===== src/rtl/imem_loader.sv =====
// Instruction memory with a framed byte-stream program loader.
// Frame: LEN (1..255), LEN program bytes, CHK. The image is accepted when the
// 8-bit sum of the program bytes plus CHK is zero; the CPU is held in reset
// until an accepted image is present.
module imem_loader #(
  parameter int DATA_W = 8,
  parameter int ADDR_W = 8
) (
  input  logic              clk,
  input  logic              rst,
  input  logic              ld_start,
  input  logic              ld_valid,
  input  logic [DATA_W-1:0] ld_data,
  output logic              ld_ready,
  input  logic [ADDR_W-1:0] imem_addr,
  output logic [DATA_W-1:0] imem_data,
  output logic              cpu_rst,
  output logic              load_done,
  output logic              load_err
);

  typedef enum logic [2:0] {
    S_IDLE,
    S_HDR,
    S_LOAD,
    S_CHK,
    S_RUN,
    S_ERROR
  } state_t;

  state_t              state_q, state_d;
  logic [ADDR_W-1:0]   wr_ptr_q, wr_ptr_d;
  logic [DATA_W-1:0]   cnt_q, cnt_d;
  logic [DATA_W-1:0]   sum_q, sum_d;
  logic                cpu_rst_q, load_done_q, load_err_q;
  logic                mem_we;
  logic                xfer;
  logic [DATA_W-1:0]   sum_next;

  logic [DATA_W-1:0]   mem_q [2**ADDR_W];

  // Control registers: state, write pointer, byte count, running sum, status outputs.
  always_ff @(posedge clk) begin
    if (rst) begin
      state_q     <= S_IDLE;
      wr_ptr_q    <= '0;
      cnt_q       <= '0;
      sum_q       <= '0;
      cpu_rst_q   <= 1'b1;
      load_done_q <= 1'b0;
      load_err_q  <= 1'b0;
    end else begin
      state_q     <= state_d;
      wr_ptr_q    <= wr_ptr_d;
      cnt_q       <= cnt_d;
      sum_q       <= sum_d;
      cpu_rst_q   <= (state_d != S_RUN);
      load_done_q <= (state_d == S_RUN);
      load_err_q  <= (state_d == S_ERROR);
    end
  end

  // Program storage write; contents deliberately survive reset and aborted loads.
  always_ff @(posedge clk) begin
    if (mem_we) begin
      mem_q[wr_ptr_q] <= ld_data;
    end
  end

  // Next-state logic; ld_start wins over a same-cycle transfer, dropping that byte.
  always_comb begin
    state_d  = state_q;
    wr_ptr_d = wr_ptr_q;
    cnt_d    = cnt_q;
    sum_d    = sum_q;
    mem_we   = 1'b0;
    ld_ready = (state_q == S_HDR) || (state_q == S_LOAD) || (state_q == S_CHK);
    xfer     = ld_valid && ld_ready;
    sum_next = sum_q + ld_data;

    if (ld_start) begin
      state_d  = S_HDR;
      wr_ptr_d = '0;
      sum_d    = '0;
    end else if (xfer) begin
      case (state_q)
        S_HDR: begin
          if (ld_data == '0) begin
            state_d = S_ERROR;
          end else begin
            cnt_d   = ld_data;
            state_d = S_LOAD;
          end
        end
        S_LOAD: begin
          mem_we   = 1'b1;
          wr_ptr_d = wr_ptr_q + ADDR_W'(1);
          sum_d    = sum_next;
          cnt_d    = cnt_q - DATA_W'(1);
          if (cnt_q == DATA_W'(1)) begin
            state_d = S_CHK;
          end
        end
        S_CHK: begin
          state_d = (sum_next == '0) ? S_RUN : S_ERROR;
        end
        default: begin
          state_d = state_q;
        end
      endcase
    end
  end

  assign imem_data = (state_q == S_RUN) ? mem_q[imem_addr] : '0;
  assign cpu_rst   = cpu_rst_q;
  assign load_done = load_done_q;
  assign load_err  = load_err_q;

endmodule


===== config.mk =====
export PLATFORM = sky130hd
export DESIGN_NAME = imem_loader
export DESIGN_NICKNAME = d
export VERILOG_FILES = /design/src/rtl/imem_loader.sv
export SDC_FILE = /design/constraint.sdc
export NUM_CORES = 2
export LEC_CHECK = 0
export BUFFER_PORTS_ARGS = -buffer_cell sky130_fd_sc_hd__buf_4
export CORE_MARGIN = 2
export CORE_UTILIZATION = 25
export DETAILED_ROUTE_END_ITERATION = 10
export REMOVE_ABC_BUFFERS = 1
export SYNTH_ARGS = -nofsm -noshare
export SYNTH_HDL_FRONTEND = slang
export SYNTH_SLANG_ARGS = --single-unit

===== constraint.sdc =====
create_clock -name clk -period 8.1 [get_ports clk]
set_input_delay 1.62 -clock clk [delete_from_list [all_inputs] [get_ports clk]]
set_output_delay 1.62 -clock clk [all_outputs]
set_load 0.02 [all_outputs]

=== Word-level counts from Yosys, hierarchy flattened ===
Memory sizes are Yosys's and may differ from the RTL's.
Cells that the tools add are included.

* Memory bits (writable): 2048
* Register bits after elaboration: 30
* Memories: 1
* Word-level logic and storage cells: 44
* Output and inout port bits: 12
* Input port bits: 20

{| class="wikitable"
|+ Memory list
! name !! depth !! width !! rd ports !! clocked after memory_dff !! wr ports !! RTL line !! text
|-
| mem_q || 256 || 8 || 1 || 0 || 1 || 40 || <nowiki>logic [DATA_W-1:0] mem_q [2**ADDR_W];</nowiki>
|}

* Bitwise gates (word level): 1
* Add/subtract/negate cells: 3
* Equality and inequality tests: 9
* Reductions and logical operators: 9
* Mux-type cells: 14

{| class="wikitable"
|+ Operators with widths
! operator !! count
|-
| $logic_not A8 Y1 || 2
|-
| $mux W8 || 2
|-
| $pmux W8 S2 || 1
|-
| $mux W3 || 4
|-
| $eq A3 B3 Y1 const B || 3
|-
| $pmux W3 S3 || 1
|-
| $add A8 B1 Y8 const B || 1
|-
| $add A8 B8 Y8 || 1
|-
| $eq A8 B1 Y1 const B || 1
|-
| $sub A8 B1 Y8 const B || 1
|-
| $eq A3 B2 Y1 const B || 2
|-
| $mux W1 || 6
|-
| $reduce_and A4 Y1 || 1
|-
| $eq A3 B1 Y1 const B || 1
|-
| $ne A3 B3 Y1 const B || 1
|-
| $logic_or A1 B1 Y1 || 2
|-
| $ne A2 B2 Y1 const B || 1
|-
| $reduce_and A2 Y1 || 1
|-
| $reduce_bool A2 Y1 || 1
|-
| $reduce_or A2 Y1 || 1
|-
| $logic_and A1 B1 Y1 || 1
|-
| $not A1 Y1 || 1
|}

=== Longest topological paths before layout ===
* Depth in word-level cells: 8
* Mapped depth: 11
* Mapped depth without buffers: 8

=== Least setup slack after synthesis ===
Ideal clock, no wire load.

* Kind: input port to output port
* Start point: input port imem_addr[1]
* End point: output port imem_data[0]
* Cell stages on the path: 9
* Buffers on the path: 4
* Required time: 6.480 ns
* Slack: 2.386 ns
* Data arrival time: 4.094 ns
* Cells stage by stage: clkbuf_1 buf_2 clkbuf_1 buf_1 mux4_2 a211oi_1 o21ai_0 and3_1 or4_1

* Longest elaborated chain between the ends: 2

{| class="wikitable"
|+ RTL lines
! what !! RTL line !! text
|-
| start, declared || 15 || <nowiki>input logic [ADDR_W-1:0] imem_addr,</nowiki>
|-
| $mem_v2 Z256 W8 || -- ||
|-
| $mux W8 || 114 || <nowiki>assign imem_data = (state_q == S_RUN) ? mem_q[imem_addr] : '0;</nowiki>
|-
| end, declared || 16 || <nowiki>output logic [DATA_W-1:0] imem_data,</nowiki>
|}

No other way between the ends.

=== Worst setup path in the final report ===
* Start point: input port imem_addr[1]
* End point: output port imem_data[3]

The elaborated chain is that of the path after synthesis.

==> flow_summary.yaml <==
yosys:
  synth_area_leaders: "edfxtp_1 (76%), mux4_2 (15%), nor2_1 (1.5%), o22ai_1 (0.86%), mux2i_1 (0.80%)"
  yosys.area_share.xor_xnor_pct: 0.1304
  synth_top_family_by_area: "multiplexers"
  synthArstFlopShare_pct: 0
  syn_avg_cell_area_sq_um: 21.25
  synth-edff-count: 2048
  ys_ff_latch: 2078
  syn_area_sq_um: 80570
  synthCells: 3792
  synth_seq_area_share_pct: 77.07
  synth_adder_area_share_pct: 0.2267
  muxShareOfSynthArea_pct: 15.97
  ys_warn_count: 0
  yosysTopAreaCellShare_pct: 76.33
  synthFlopType: "edfxtp_1"
  synth_top_area_cell: "edfxtp_1"
  synth_compound_area_share_pct: 2.187
  yosys.area_share.simple_pct: 3.033
  yosysUniqueCellTypes: 61
sta:
  slew_viol_final: 0
  setup_tns_ns: 0
  clock.fmax_mhz: 142.2
  period_needed_ns: 7.034
  fin_crit_sh_pct: 86.84
  whs_ns: 0.4640
  skew_ns: 0.03409
  tightest_slew_ns: 1.388
  relSlewSlack_pct: 5.056
  setup_viol: 0
  fin_ws_ns: 1.066
  rsz0062_at_grt: "no"
  hold_viol_final: 0
cts:
  cts_root_buf: "clkbuf_16"
  cts_buffer_depth: 3
  clkTransAtPathRegs_ns: 0.06
  cts_sinks: 2078
  cts_buffers: 207
  ctsResizeCount: 0
  cts_hold_buf: 0
  post_cts_buffers: 0
  cts_tree: "yes"
  insertion_delay_ns: 0.85
  htreeDepth: 4
grt:
  grt_pass1_vias: 39350
  grt_max_degree: 161
  use_met3_pct: 2.127
  antenna_found_initial: 10
  met1_usage_pct: 17.84
  grtUsageTotal_pct: 12.68
  grt_pass1_wl_mm: 299.4
  grt-ovfl-total: 0
  use_met2_pct: 19.82
  busiest_layer: "met2"
min_path:
  worst_hold_path.num_cells: 2
  hp-class: "flop to flop"
placed_design:
  place_ws_ns: 1.167
  hpwl_mm: 131.7
  gp_congestion: 0.8493
  portBuffers: 31
run_status:
  status: "complete, no violations"
layout:
  num-fill-cells: 30970
  final_common_cell: "edfxtp_1"
  fin_nets: 3939
  area_delta_synth_final_pct: 15.08
  mostFrequentLayoutCells: "edfxtp_1 (2048), mux4_2 (536), nor2_1 (326)"
  drive_above_1_share_pct: 23.95
worst_setup_path:
  critPathKind: "input port to output port"
  crit_arrival_ns: 5.41
  cp_slowest_stage_delay_ns: 0.71
  reg2regPathDepth: 7
  critPathLaunchType: "input port"
  crit_path_end_kind: "output port"
  cp.depth: 10
  cpMostUsedCell: "buf_4"
  crit_chain: "buf_8 -> buf_4 -> buf_4 -> mux4_2 -> mux2i_1 -> a211oi_1 -> nand4_1 -> o21ai_1 -> or4_1 -> buf_4"
  critPathRequiredTime_ns: 6.48
  crit_family: "buffers and inverters"
  cp_max_fo: 25
  crit_buf_inv: 4
  slowest_stage: "or4_1"
run:
  drv_cap: 0
floorplan:
  dieArea_sq_um: 326800
  initial_core_util_pct: 25.11
  die_w_microns: 571.7
  rows: 208
  core_sq_um: 320900
  fp.dieH_microns: 571.7
  pin_count: 32
routing:
  dr.pass1.iters: 5
  ant_nets: 0
  drt-vias-per-instance: 4.754
  routedWlPerCell_microns: 25.24
  wl_mm: 211.7
  initialDrtViolationCount: 5217
  drc: 0
  vias: 39880
power:
  p_leak_uw: 0.02758
  peakVddDrop_v: 0.0002299
  p_per_area_nw_per_um2: 236.1
[cell usage after synthesis, drive strengths merged, types with 8 or more instances]
cell	instances
inv	24
nand3	37
o21ai	31
nor2b	11
nor3	15
a211oi	34
nor4	23
o211ai	16
and3	10
ha	13
o22ai	111
dfxtp	30
nor2	328
o221ai	8
nand2	75
mux4	536
mux2i	64
clkbuf	131
a21oi	38
or4	12
edfxtp	2048
a22o	8
mux2	14
buf	97
[flip-flops by register name (all words and copies together) (netlist names)]
signal	cells
cnt_q	8
cpu_rst	1
load_done	1
load_err	1
mem_q	2048
state_q	3
sum_q	8
wr_ptr_q	8
[metrics by stage]
step	power, uW	instance area, sq um	util, %	std cells
final	21890	92720	28.90	8388
after global routing	22470	92710	28.89	8382
after CTS	22020	92710	28.89	8381
after detailed placement	12990	86280	26.89	8001
after global placement	12970	86280	26.89	8001
after floorplan	12400	79560	-	3564
[power by group]
group          internal, uW  switching, uW  total, uW  leakage [uW]
combinational           337            603        939       0.00582
sequential            11800           2.55      11800        0.0186
clock                  5080           4060       9140       0.00312
total                 17200           4670      21900        0.0276
[cell families after synthesis]
family	after synthesis
flip-flops	2078
multiplexers	614
AND/OR/NAND/NOR	550
AO/OA/AOI/OAI	271
buffers and inverters	253
adder cells (fa/ha/maj)	14
XOR/XNOR	12
[worst reg2reg max path, stage by stage (launching register included)]
cell	delay (ns)
dfxtp_1	0.50
buf_4	0.28
nor3b_2	0.86
nand2_1	0.12
buf_4	0.25
nor2_1	0.40
nand3_2	0.85
nor2_1	1.10
[path summary, 6_finish.rpt]
path	startpoint	to	slack, ns
max	imem_addr[1]	imem_data[3]	1.07
min	sum_q[0]	sum_q[0]	0.46
max reg2reg	state_q[1]	mem_q[251][7]	3.35
min reg2reg	sum_q[0]	sum_q[0]	0.46
[area by class of cell]
type	instances	area, sq um	share of cell area, %
Timing Repair Buffer	132	1272	1.372
Multi-Input combinational cell	1461	17430	18.79
Clock buffer	263	5441	5.869
Clock inverter	117	984.7	1.062
Tap cell	4305	5386	5.809
Inverter	25	93.84	0.1012
Antenna cell	7	17.52	0.01889
Sequential cell	2078	62100	66.97
[per-layer routing]
metal | up-vias | wire length (microns)
met5 | - | 14
met3 | 325 | 17320
li1 | 16080 | -
met1 | 21620 | 88380
met4 | 2 | 6977
met2 | 1855 | 98990
Power figures use the tool's default switching activity.
